File: src/rtl/quadrilatero_lsu_row_sequencer.sv
// Turns one LSU instruction into per-row OBI req/gnt/rvalid transactions.
// Optional stall counter port: define QUADRILATERO_LSU_SEQ_PERF_EN.
module quadrilatero_lsu_row_sequencer #(
    parameter  int ADDR_W          = 32,
    parameter  int MAX_ROWS        = 4,
    parameter  int MAX_OUTSTANDING = 2,
    localparam int RW              = $clog2(MAX_ROWS + 1)
) (
    input  logic              clk_i,
    input  logic              rst_ni,
    input  logic              start_i,
    input  logic [ADDR_W-1:0] base_addr_i,
    input  logic [ADDR_W-1:0] stride_i,
    input  logic [RW-1:0]     n_rows_i,
    input  logic              is_store_i,
    output logic              busy_o,
    output logic              done_o,
    output logic              mem_req_o,
    output logic              mem_we_o,
    output logic [ADDR_W-1:0] mem_addr_o,
    output logic [RW-1:0]     req_row_o,
    input  logic              mem_gnt_i,
    input  logic              mem_rvalid_i,
`ifdef QUADRILATERO_LSU_SEQ_PERF_EN
    output logic [31:0]       perf_stall_cnt_o,
`endif
    output logic              resp_valid_o,
    output logic [RW-1:0]     resp_row_o
);

    localparam int OW = $clog2(MAX_OUTSTANDING + 1);
    localparam logic [OW-1:0] MAX_O = OW'(MAX_OUTSTANDING);

    typedef enum logic [1:0] {
        S_IDLE,
        S_ISSUE,
        S_DRAIN,
        S_DONE
    } state_t;

    state_t            r_state;
    logic [ADDR_W-1:0] r_addr;
    logic [ADDR_W-1:0] r_stride;
    logic [RW-1:0]     r_n_rows;
    logic              r_we;
    logic [RW-1:0]     r_row;
    logic [RW-1:0]     r_resp_cnt;
    logic [RW-1:0]     r_resp_row;
    logic              r_resp_valid;
    logic [OW-1:0]     r_outst;

    logic              w_req;
    logic              w_gnt;
    logic              w_rv;
    logic              w_last;
    logic [OW-1:0]     w_outst_nxt;

    // Request depends only on registered state, so it stays up until granted.
    always_comb begin
        w_req  = (r_state == S_ISSUE) && (r_outst < MAX_O);
        w_gnt  = w_req && mem_gnt_i;
        w_rv   = mem_rvalid_i && (r_outst != '0);
        w_last = (r_row + RW'(1)) == r_n_rows;
        w_outst_nxt = r_outst;
        if (w_gnt && !w_rv) begin
            w_outst_nxt = r_outst + OW'(1);
        end else if (!w_gnt && w_rv) begin
            w_outst_nxt = r_outst - OW'(1);
        end
    end

    always_ff @(posedge clk_i or negedge rst_ni) begin
        if (!rst_ni) begin
            r_state      <= S_IDLE;
            r_addr       <= '0;
            r_stride     <= '0;
            r_n_rows     <= '0;
            r_we         <= 1'b0;
            r_row        <= '0;
            r_resp_cnt   <= '0;
            r_resp_row   <= '0;
            r_resp_valid <= 1'b0;
            r_outst      <= '0;
        end else begin
            r_resp_valid <= w_rv;
            r_outst      <= w_outst_nxt;
            if (w_rv) begin
                r_resp_row <= r_resp_cnt;
                r_resp_cnt <= r_resp_cnt + RW'(1);
            end
            if (w_gnt) begin
                r_row  <= r_row + RW'(1);
                r_addr <= r_addr + r_stride;
            end
            unique case (r_state)
                S_IDLE: begin
                    if (start_i) begin
                        r_addr     <= base_addr_i;
                        r_stride   <= stride_i;
                        r_n_rows   <= n_rows_i;
                        r_we       <= is_store_i;
                        r_row      <= '0;
                        r_resp_cnt <= '0;
                        r_state    <= (n_rows_i == '0) ? S_DONE : S_ISSUE;
                    end
                end
                S_ISSUE: begin
                    if (w_gnt && w_last) begin
                        r_state <= S_DRAIN;
                    end
                end
                S_DRAIN: begin
                    if (w_outst_nxt == '0) begin
                        r_state <= S_DONE;
                    end
                end
                S_DONE: begin
                    r_state <= S_IDLE;
                end
                default: begin
                    r_state <= S_IDLE;
                end
            endcase
        end
    end

`ifdef QUADRILATERO_LSU_SEQ_PERF_EN
    logic [31:0] r_perf;
    logic        w_stall;

    // Waiting on the memory and waiting on the outstanding limit both count.
    assign w_stall = (w_req && !mem_gnt_i) || ((r_state == S_ISSUE) && !w_req);

    always_ff @(posedge clk_i or negedge rst_ni) begin
        if (!rst_ni) begin
            r_perf <= '0;
        end else if ((r_state == S_IDLE) && start_i) begin
            r_perf <= '0;
        end else if (w_stall && (r_perf != 32'hFFFF_FFFF)) begin
            r_perf <= r_perf + 32'd1;
        end
    end

    assign perf_stall_cnt_o = r_perf;
`endif

    assign busy_o       = (r_state != S_IDLE);
    assign done_o       = (r_state == S_DONE);
    assign mem_req_o    = w_req;
    assign mem_we_o     = r_we;
    assign mem_addr_o   = r_addr;
    assign req_row_o    = r_row;
    assign resp_valid_o = r_resp_valid;
    assign resp_row_o   = r_resp_row;

endmodule
File: config.mk
export PLATFORM = sky130hd
export DESIGN_NAME = quadrilatero_lsu_row_sequencer
export DESIGN_NICKNAME = d
export VERILOG_FILES = /design/src/rtl/quadrilatero_lsu_row_sequencer.sv
export SDC_FILE = /design/constraint.sdc
export NUM_CORES = 1
export LEC_CHECK = 0
export BUFFER_PORTS_ARGS = -buffer_cell sky130_fd_sc_hd__buf_2
export CAP_MARGIN = 20
export CORE_ASPECT_RATIO = 0.7
export CORE_MARGIN = 1
export CORE_UTILIZATION = 26
export DETAILED_ROUTE_END_ITERATION = 7
export GPL_ROUTABILITY_DRIVEN = 1
export GPL_TIMING_DRIVEN = 1
export PLACE_DENSITY_LB_ADDON = 0.12
export SLEW_MARGIN = 30
export SYNTH_ARGS = -nofsm -noshare
export SYNTH_HDL_FRONTEND = slang
export SYNTH_SLANG_ARGS = --single-unit
export TNS_END_PERCENT = 100
File: constraint.sdc
create_clock -name clk_i -period 2.5 [get_ports clk_i]
set_input_delay 0.25 -clock clk_i [delete_from_list [all_inputs] [get_ports clk_i]]
set_output_delay 0.25 -clock clk_i [all_outputs]
set_load 0.05 [all_outputs]
-- Word level (Yosys, flattened, before mapping)
Index checks and enable logic that the tools add are counted.
- output and inout port bits: 43
- register bits after elaboration: 82
- input bits: 73
- logic and storage cells: 54
- eq/ne operators: 7
- order comparisons: 1
- reduce and logical (&&, ||, !) cells: 15
- multiplexer cells: 16
- $add $sub $neg: 5
- operator list (kind ; number):
    2-to-1 mux 32 bit ; 3
    adder 32 bit ; 1
    2-to-1 mux 3 bit ; 6
    2-to-1 mux 2 bit ; 6
    case mux 2 bit (4 select lines) ; 1
    adder 3 x 1 -> 3 bit (second input constant) ; 2
    logical AND 1 bit ; 6
    equality test 2 bit (second input constant) ; 2
    zero test 2 bit ; 2
    inequality test 2 bit (second input constant) ; 2
    nonzero test 2 bit ; 2
    equality test 3 bit ; 1
    zero test 3 bit ; 1
    AND reduction 3 bit ; 1
    adder 2 x 1 -> 2 bit (second input constant) ; 1
    equality test 2 x 1 -> 1 bit (second input constant) ; 1
    zero test 1 bit ; 2
    < comparator 2 bit (second input constant) ; 1
    inequality test 2 x 1 -> 1 bit (second input constant) ; 1
    AND reduction 2 bit ; 1
    subtractor 2 x 1 -> 2 bit (second input constant) ; 1

-- Logic depth before layout (Yosys ltp)
Gate-level depths: netlist (run 1).
- depth after elaboration: 10
- gate-level depth with buffers: 11
- depth with buffers taken out: 10

-- Worst setup path before layout (run 1)
Ideal clock, no wire load.
- path type: register to register
- start: register r_addr[0] (netlist: mem_addr_o[0])
- end: register r_addr[28] (netlist: mem_addr_o[28])
- setup slack: -0.249 ns
- stages on the path, launching flop included: 11
- period minus slack after synthesis: 2.749 ns
- data required time: 2.372 ns
- data arrival time: 2.621 ns
- path through: dfrtp_1 ha_1 fa_1 a211oi_2 o21ai_2 o2111a_2 o2111ai_4 a31oi_1 o21ai_1 xor2_1 o21ai_0
- cells in the longest elaborated chain, start to end: 4
- RTL lines (what ; RTL line ; text):
    start: declaration ; 42 ; logic [ADDR_W-1:0] r_addr;
    start signal: assignment ; 93 ; r_addr <= r_addr + r_stride;
    start signal: assignment ; 98 ; r_addr <= base_addr_i;
    adder 32 bit * ; 93 ;
    2-to-1 mux 32 bit * ; 91 ; if (w_gnt) begin
    2-to-1 mux 32 bit ; 97 ; if (start_i) begin
    2-to-1 mux 32 bit * ; 95 ; unique case (r_state)
Every way passes the cells marked *; elsewhere a longest branch is shown, timed or not.
A chain may end at the register's enable or synchronous reset.

-- Worst setup path in the final report (run 1)
Ends and elaborated chain as after synthesis.

==> results.tsv, run 1 <==
stage	metric	value	unit
timing	rsz0062_at_grt	true	
placed_design	io_buffer_count	115	
global_route	antenna_found_initial	6	
timing	finalSetupViolCount	0	
clock_tree	clk_pin_slew	60	ps
timing	tightestPinTransition	628	ps
yosys	yosysWarnings	0	
yosys	synth_nets	735	
finish	stdcell_count	1024	
yosys	synth-edff-count	0	
finish	finish.utilization	34.9	%
finish	syn_to_final_growth	29.3	%
hold_path	min_from	stride_i[27]	
worst_setup_path	path_common_cell	o21ai_1	
worst_setup_path	cp_top_family	compound AO/OA/AOI/OAI gates	
timing	max_freq	0.401	GHz
timing	max_slew_margin	58.2	%
yosys	yosysTopAreaCell	dfrtp_1	
clock_tree	numCtsBuffers	9	
floorplan	core-area	19200	sq um
drt	viasPerCell	4.71	
yosys	syn_area_per_cell	8.34	sq um
worst_setup_path	worst-path-buf-inv	0	
global_route	grt_pass1_wl	25.6	mm
clock_tree	root_buffer	clkbuf_16	
worst_setup_path	endpoint_kind	flop	
timing	hold_viol_final	0	
clock_tree	cts_num_sinks	82	
worst_setup_path	crit_chain	ha_4, fa_2, a211oi_2, o21ai_2, o2111a_2, o2111ai_4, a31oi_2, o21ai_1, xor2_1, o21ai_1	
yosys	synthAdderAreaFrac	9.79	%
worst_setup_path	max_stage_delay	420	ps
drt	drt_iter0_markers	263	
global_route	grt_max_degree	45	
clock_tree	cts_tree	built	
placed_design	gp_congestion	0.873	
yosys	synthXorXnorAreaFrac	5.74	%
yosys	synthTopCellsByArea	dfrtp_1 (40%), nand2_1 (12%), ha_1 (9.4%)	
drt	num_vias	4828	
worst_setup_path	crit_path_top_delay_cell	dfrtp_2	
hold_path	worst_hold_path.endpoint	r_stride[27]$_DFFE_PN0P_	
worst_setup_path	r2r_setup_slack	7	ps
drt	drt-total-wl	16.1	mm
yosys	post-synth-top-count-cell	nand2_1	
run_status	run_status	complete, no violations	
placed_design	dpl.hpwl	12.2	mm
worst_setup_path	path_class	flop to flop	
floorplan	die_h	120	um
yosys	synth_area	5190	sq um
worst_setup_path	critPathLaunchType	flop	
floorplan	start_util	27.0	%
yosys	yosysTopAreaCellShare	39.5	%
timing	fin_crit_sh	99.7	%
placed_design	dpl.cell_count	1004	
finish	fin_nets	866	
drt	firstDrtPassIters	4	
floorplan	rows	42	
yosys	synth-async-reset-ratio	100	%
yosys	synth_common_cells	nand2_1 (161), dfrtp_1 (82), a21oi_1 (63)	
timing	slew_violations	0	
yosys	synth.area.mux_share	1.23	%
global_route	overflow	0	
drt	postRouteAntennaNets	0	
global_route	grt_pass1_vias	4811	
finish	drive_gt1_share	26.4	%
yosys	ys_seq_area_share	39.5	%
run	drv_cap	0	
timing	whs	90.7	ps
pwr	power	11.3	mW
floorplan	die_area	20500	sq um
worst_setup_path	ff2ff_path_depth	10	
clock_tree	htreeDepth	3	
yosys	yosys_most_used_dff	dfrtp_1	
yosys	yosysUniqueCellTypes	55	
timing	worst_slack	6.71	ps
global_route	track_usage	16.2	%
timing	fin_skew	5.98	ps
worst_setup_path	crit_fanout	3	
pwr	powerDensity	1680	nW/um^2
worst_setup_path	required	2720	ps
floorplan	io_pins	116	
drt	drc	0	
pwr	power.leakage	3.26	nW
yosys	synth_top_family_by_area	simple AND/OR/NAND/NOR gates	
placed_design	dp_slack	-43.6	ps
worst_setup_path	r2r_start	mem_addr_o[0]$_DFF_PN0_	
clock_tree	cts_buffer_depth	2	
hold_path	holdPathStages	3	
hold_path	hold_path.class	input pin to flop	
yosys	synth_compound_area_share	19.1	%
timing	min_period	2490	ps
clock_tree	insertion_delay	350	ps
pwr	peakVddDrop	0.000626	V
drt	wl_per_cell	15.8	um
yosys	synth-simple-area-share	21.8	%
worst_setup_path	reg2reg_to	mem_addr_o[28]$_DFF_PN0_	
worst_setup_path	worstPathArrival	2720	ps
yosys	ys_seq_elements	82	
floorplan	dieWidth	171	um
yosys	syn_inst	622	
-- worst max-delay path by stage --
stage                                  from                       end  slack [ps]  cells after the start
finish              mem_addr_o[0]$_DFF_PN0_  mem_addr_o[28]$_DFF_PN0_           7                     10
global route        r_stride[0]$_DFFE_PN0P_  mem_addr_o[28]$_DFF_PN0_        -110                     10
CTS                 mem_addr_o[0]$_DFF_PN0_  mem_addr_o[28]$_DFF_PN0_         -30                     10
detailed placement  mem_addr_o[0]$_DFF_PN0_  mem_addr_o[28]$_DFF_PN0_         -40                     10
global placement    mem_addr_o[0]$_DFF_PN0_  mem_addr_o[28]$_DFF_PN0_           4                     10
floorplan           mem_addr_o[0]$_DFF_PN0_  mem_addr_o[28]$_DFF_PN0_         -30                     10
-- flip-flops by register name (all words and copies together), names as in the netlist --
| register | flops |
|---|---|
| r_n_rows | 3 |
| mem_addr_o | 32 |
| r_outst | 2 |
| r_resp_cnt | 3 |
| r_state | 2 |
| mem_we_o | 1 |
| r_stride | 32 |
| req_row_o | 3 |
| resp_row_o | 3 |
| resp_valid_o | 1 |
-- logic make-up after synthesis --
kind of cell,after synthesis
buffers and inverters,37
AND/OR/NAND/NOR,266
AO/OA/AOI/OAI,157
multiplexers,6
adder cells (fa/ha/maj),40
XOR/XNOR,34
flip-flops,82
-- worst min-delay path, delay by kind of cell --
kind	cells	cell delay, ps
AND/OR/NAND/NOR	2	80
buffers and inverters	1	70
-- area by class of cell --
cell class                 instances  area (sq um)
sequential                        82          2050
clock inverter                     7           118
antenna                            2          5.00
tap                              264           330
fill                            2068         12500
inverter                          10          37.5
timing repair buffer             147           846
clock buffer                       9           225
multi-input combinational        503          3090
-- power by group --
part           switching, mW  internal (mW)
Combinational           4.48           2.76
Sequential             0.528           1.96
Clock                  0.568          0.976
-- through the flow --
| stage | TNS, ps | area (sq um) |
|---|---|---|
| floorplan | -30.8 | 5210 |
| global placement | 0 | 6270 |
| detailed placement | -43.6 | 6270 |
| CTS | -32.2 | 6640 |
| global route | -642 | 6700 |
| finish | 0 | 6710 |
-- cell usage in the layout, fill, tap and decap left out, types with 3 or more instances in the layout --
master	instances
nand2_1	159
buf_2	114
dfrtp_1	80
a21oi_1	62
nor2_1	45
ha_1	35
o21ai_0	30
buf_4	30
xnor2_1	25
nand3_1	15
and3_1	13
inv_1	10
a31oi_1	9
xor2_1	9
clkbuf_16	9
a21o_1	8
and2_1	6
o21ai_1	6
a211oi_2	5
o21bai_1	5
nor2b_1	4
nor3_1	4
o211ai_1	3
nand4_1	3
mux2i_1	3
mux2_2	3
bufinv_16	3
-- per-layer routing --
layer  share of wire, %  track usage (%)  vias up
li1                   -                -     2419
met1                 52             23.4     2254
met2                 40             22.9      133
met3                7.1             5.20       18
met4               0.95             4.35        4
met5               0.14                0        -
-- repair_timing --
action,4_1_cts,5_1_grt
pin swaps,3,12
buffers inserted,0,1
endpoints found under the setup margin,2,16
gates resized for setup,4,11
hold buffers,1,0
hold endpoints to repair,42,0
Note: power is estimated with default switching activity, not from simulation.
==> inputs of run 2 (changes only) <==
Settings changed: CELL_PAD_IN_SITES_DETAIL_PLACEMENT from default to 0, CELL_PAD_IN_SITES_GLOBAL_PLACEMENT from default to 1, CORE_MARGIN 1 to 1.5.
==> run 2 against run 1 <==
Total power increased by 0.80%. Sequential share of layout area decreased by 0.64 points. Count of clock-buffer cells in the layout increased by 3. Routed wire length decreased by 0.37%. Combinational power increased by 4.7%. Clock power decreased by 18%. First-iteration DRC count increased by 4.6%. The flow now finishes with violations (negative setup slack). Critical path depth unchanged. Maximum frequency decreased by 2.9%. Clock skew increased by 2.7 ps. Largest cell class unchanged. Via count increased by 0.60%. Sequential power about the same.
==> results.tsv, run 2 (same netlist as run 1, synthesis figures left out) <==
stage	metric	value	unit	change
finish	fin_nets	878		was 866
finish	final_cell_mix	nand2_1 (158), buf_2 (114), dfrtp_1 (80)		was nand2_1 (159), buf_2 (114), dfrtp_1 (80)
timing	fin_crit_sh	103	%	was 99.7%
global_route	overflow	0		unchanged
worst_setup_path	path_class	flop to flop		unchanged
finish	final_common_cell	nand2_1		unchanged
run_status	violations	negative setup slack		
placed_design	io_buffer_count	115		unchanged
drt	firstDrtPassIters	4		unchanged
drt	drt_iter0_markers	275		was 263
run_status	run_status	complete, but fails checks		was complete, no violations
global_route	grt_pass1_vias	4869		was 4811
floorplan	rows	43		was 42
drt	postRouteAntennaNets	0		unchanged
clock_tree	root_buffer	clkbuf_16		unchanged
placed_design	dpl.cell_count	1017		was 1004
drt	wl_per_cell	15.5	um	was 15.8 um
placed_design	dpl_cell_area	6330	sq um	was 6270 sq um
timing	min_period	2570	ps	was 2490 ps
global_route	grt_pass1_wl	25.8	mm	was 25.6 mm
timing	tightestPinTransition	598	ps	was 628 ps
global_route	antenna_found_initial	1		was 6
timing	rsz0062_at_grt	true		unchanged
timing	max_slew_margin	60.1	%	was 58.2%
drt	viasPerCell	4.67		was 4.71
timing	worst_slack	-67.0	ps	was 6.71 ps
clock_tree	htreeDepth	3		unchanged
global_route	grt_max_degree	53		was 45
finish	syn_to_final_growth	32.0	%	was 29.3%
placed_design	gp_congestion	0.814		was 0.873
worst_setup_path	required	2720	ps	about the same
worst_setup_path	crit_fanout	3		unchanged
floorplan	start_util	26.4	%	was 27.0%
clock_tree	clk_pin_slew	70	ps	was 60 ps
pwr	peakVddDrop	0.000632	V	was 0.000626 V
timing	max_freq	0.390	GHz	was 0.401 GHz
worst_setup_path	endpoint_kind	flop		unchanged
placed_design	dpl.hpwl	12.0	mm	was 12.2 mm
floorplan	die_area	20800	sq um	was 20500 sq um
finish	drive_gt1_share	28.6	%	was 26.4%
timing	hold_viol_final	0		unchanged
run	drv_cap	0		unchanged
worst_setup_path	r2r_setup_slack	-70	ps	was 7 ps
finish	finish.utilization	34.8	%	was 34.9%
drt	num_vias	4857		was 4828
clock_tree	cts_tree	built		unchanged
drt	drt-total-wl	16.1	mm	about the same
floorplan	die_h	121	um	was 120 um
drt	drc	0		unchanged
floorplan	io_pins	116		unchanged
pwr	power.leakage	3.29	nW	was 3.26 nW
worst_setup_path	critPathLaunchType	flop		unchanged
floorplan	core-area	19700	sq um	was 19200 sq um
floorplan	dieWidth	172	um	was 171 um
timing	fin_skew	8.70	ps	was 5.98 ps
finish	stdcell_count	1041		was 1024
clock_tree	cts_num_sinks	82		unchanged
timing	finalSetupViolCount	3		was 0
pwr	powerDensity	1660	nW/um^2	was 1680 nW/um^2
hold_path	hold_path.class	input pin to flop		unchanged
global_route	track_usage	16.2	%	about the same
timing	slew_violations	0		unchanged
placed_design	dp_slack	-115	ps	was -43.6 ps
clock_tree	insertion_delay	350	ps	about the same
clock_tree	cts_buffer_depth	2		unchanged
clock_tree	numCtsBuffers	9		unchanged
worst_setup_path	worstPathArrival	2780	ps	was 2720 ps
finish	final_area	6850	sq um	was 6710 sq um
## run 2: where the power goes
part	switching, mW	internal, mW
Sequential	0.546	1.96
Combinational	4.57	3.01
Clock	0.573	0.700
Total	5.69	5.68
## run 2: final cells by class
cell class | instances | area [sq um]
fillers | 2101 | 12800
multi-input cells | 503 | 3210
flip-flops and latches | 82 | 2050
repair buffers | 159 | 936
well taps | 270 | 338
clock buffers | 12 | 246
inverters | 10 | 37.5
clock inverters | 4 | 27.5
diodes | 1 | 2.50
## run 2: final timing paths
| path | startpoint | to | cells past startpoint |
|---|---|---|---|
| worst min register to register | mem_we_o$_DFFE_PN0P_ | mem_we_o$_DFFE_PN0P_ | 2 |
| worst max-delay path | mem_addr_o[0]$_DFF_PN0_ | mem_addr_o[28]$_DFF_PN0_ | 10 |
| worst max register to register | mem_addr_o[0]$_DFF_PN0_ | mem_addr_o[28]$_DFF_PN0_ | 10 |
| worst min-delay path | stride_i[25] | r_stride[25]$_DFFE_PN0P_ | 3 |
| max in group asynchronous | rst_ni | resp_valid_o$_DFF_PN0_ | 3 |
| min in group asynchronous | rst_ni | r_stride[19]$_DFFE_PN0P_ | 2 |
## run 2: timing repair
action | 4_1_cts | 5_1_grt
pin swaps | 5 | 6
setup endpoints to repair | 8 | 16
hold buffers | 1 | 0
resized for setup | 9 | 21
hold endpoints to repair | 39 | 0
setup buffers | 1 | 5
## run 2: critical path: stages, from the launching register on
cell and delay, ps:
dfrtp_2 430, ha_4 170, fa_2 370, a211oi_2 230, o21ai_2 110, o2111a_2 300, o2111ai_4 280, a31oi_4 150
o21ai_2 170, xor2_1 160, o21ai_1 70
## run 2: per-layer routing
metal	track usage (%)	routed length [um]
met5	0	0
met3	3.91	1020
met1	24.9	8610
met4	4.13	141
met2	22.3	6310
## run 2: stage by stage
step	hold slack (ps)	power, mW	setup TNS (ps)
final	86.3	11.4	-139
after global routing	88.9	12.4	-970
after CTS	67.8	11.1	-248
after detailed placement	308	9.61	-259
after global placement	303	9.59	-214
after floorplan	-45.6	7.55	-30.8
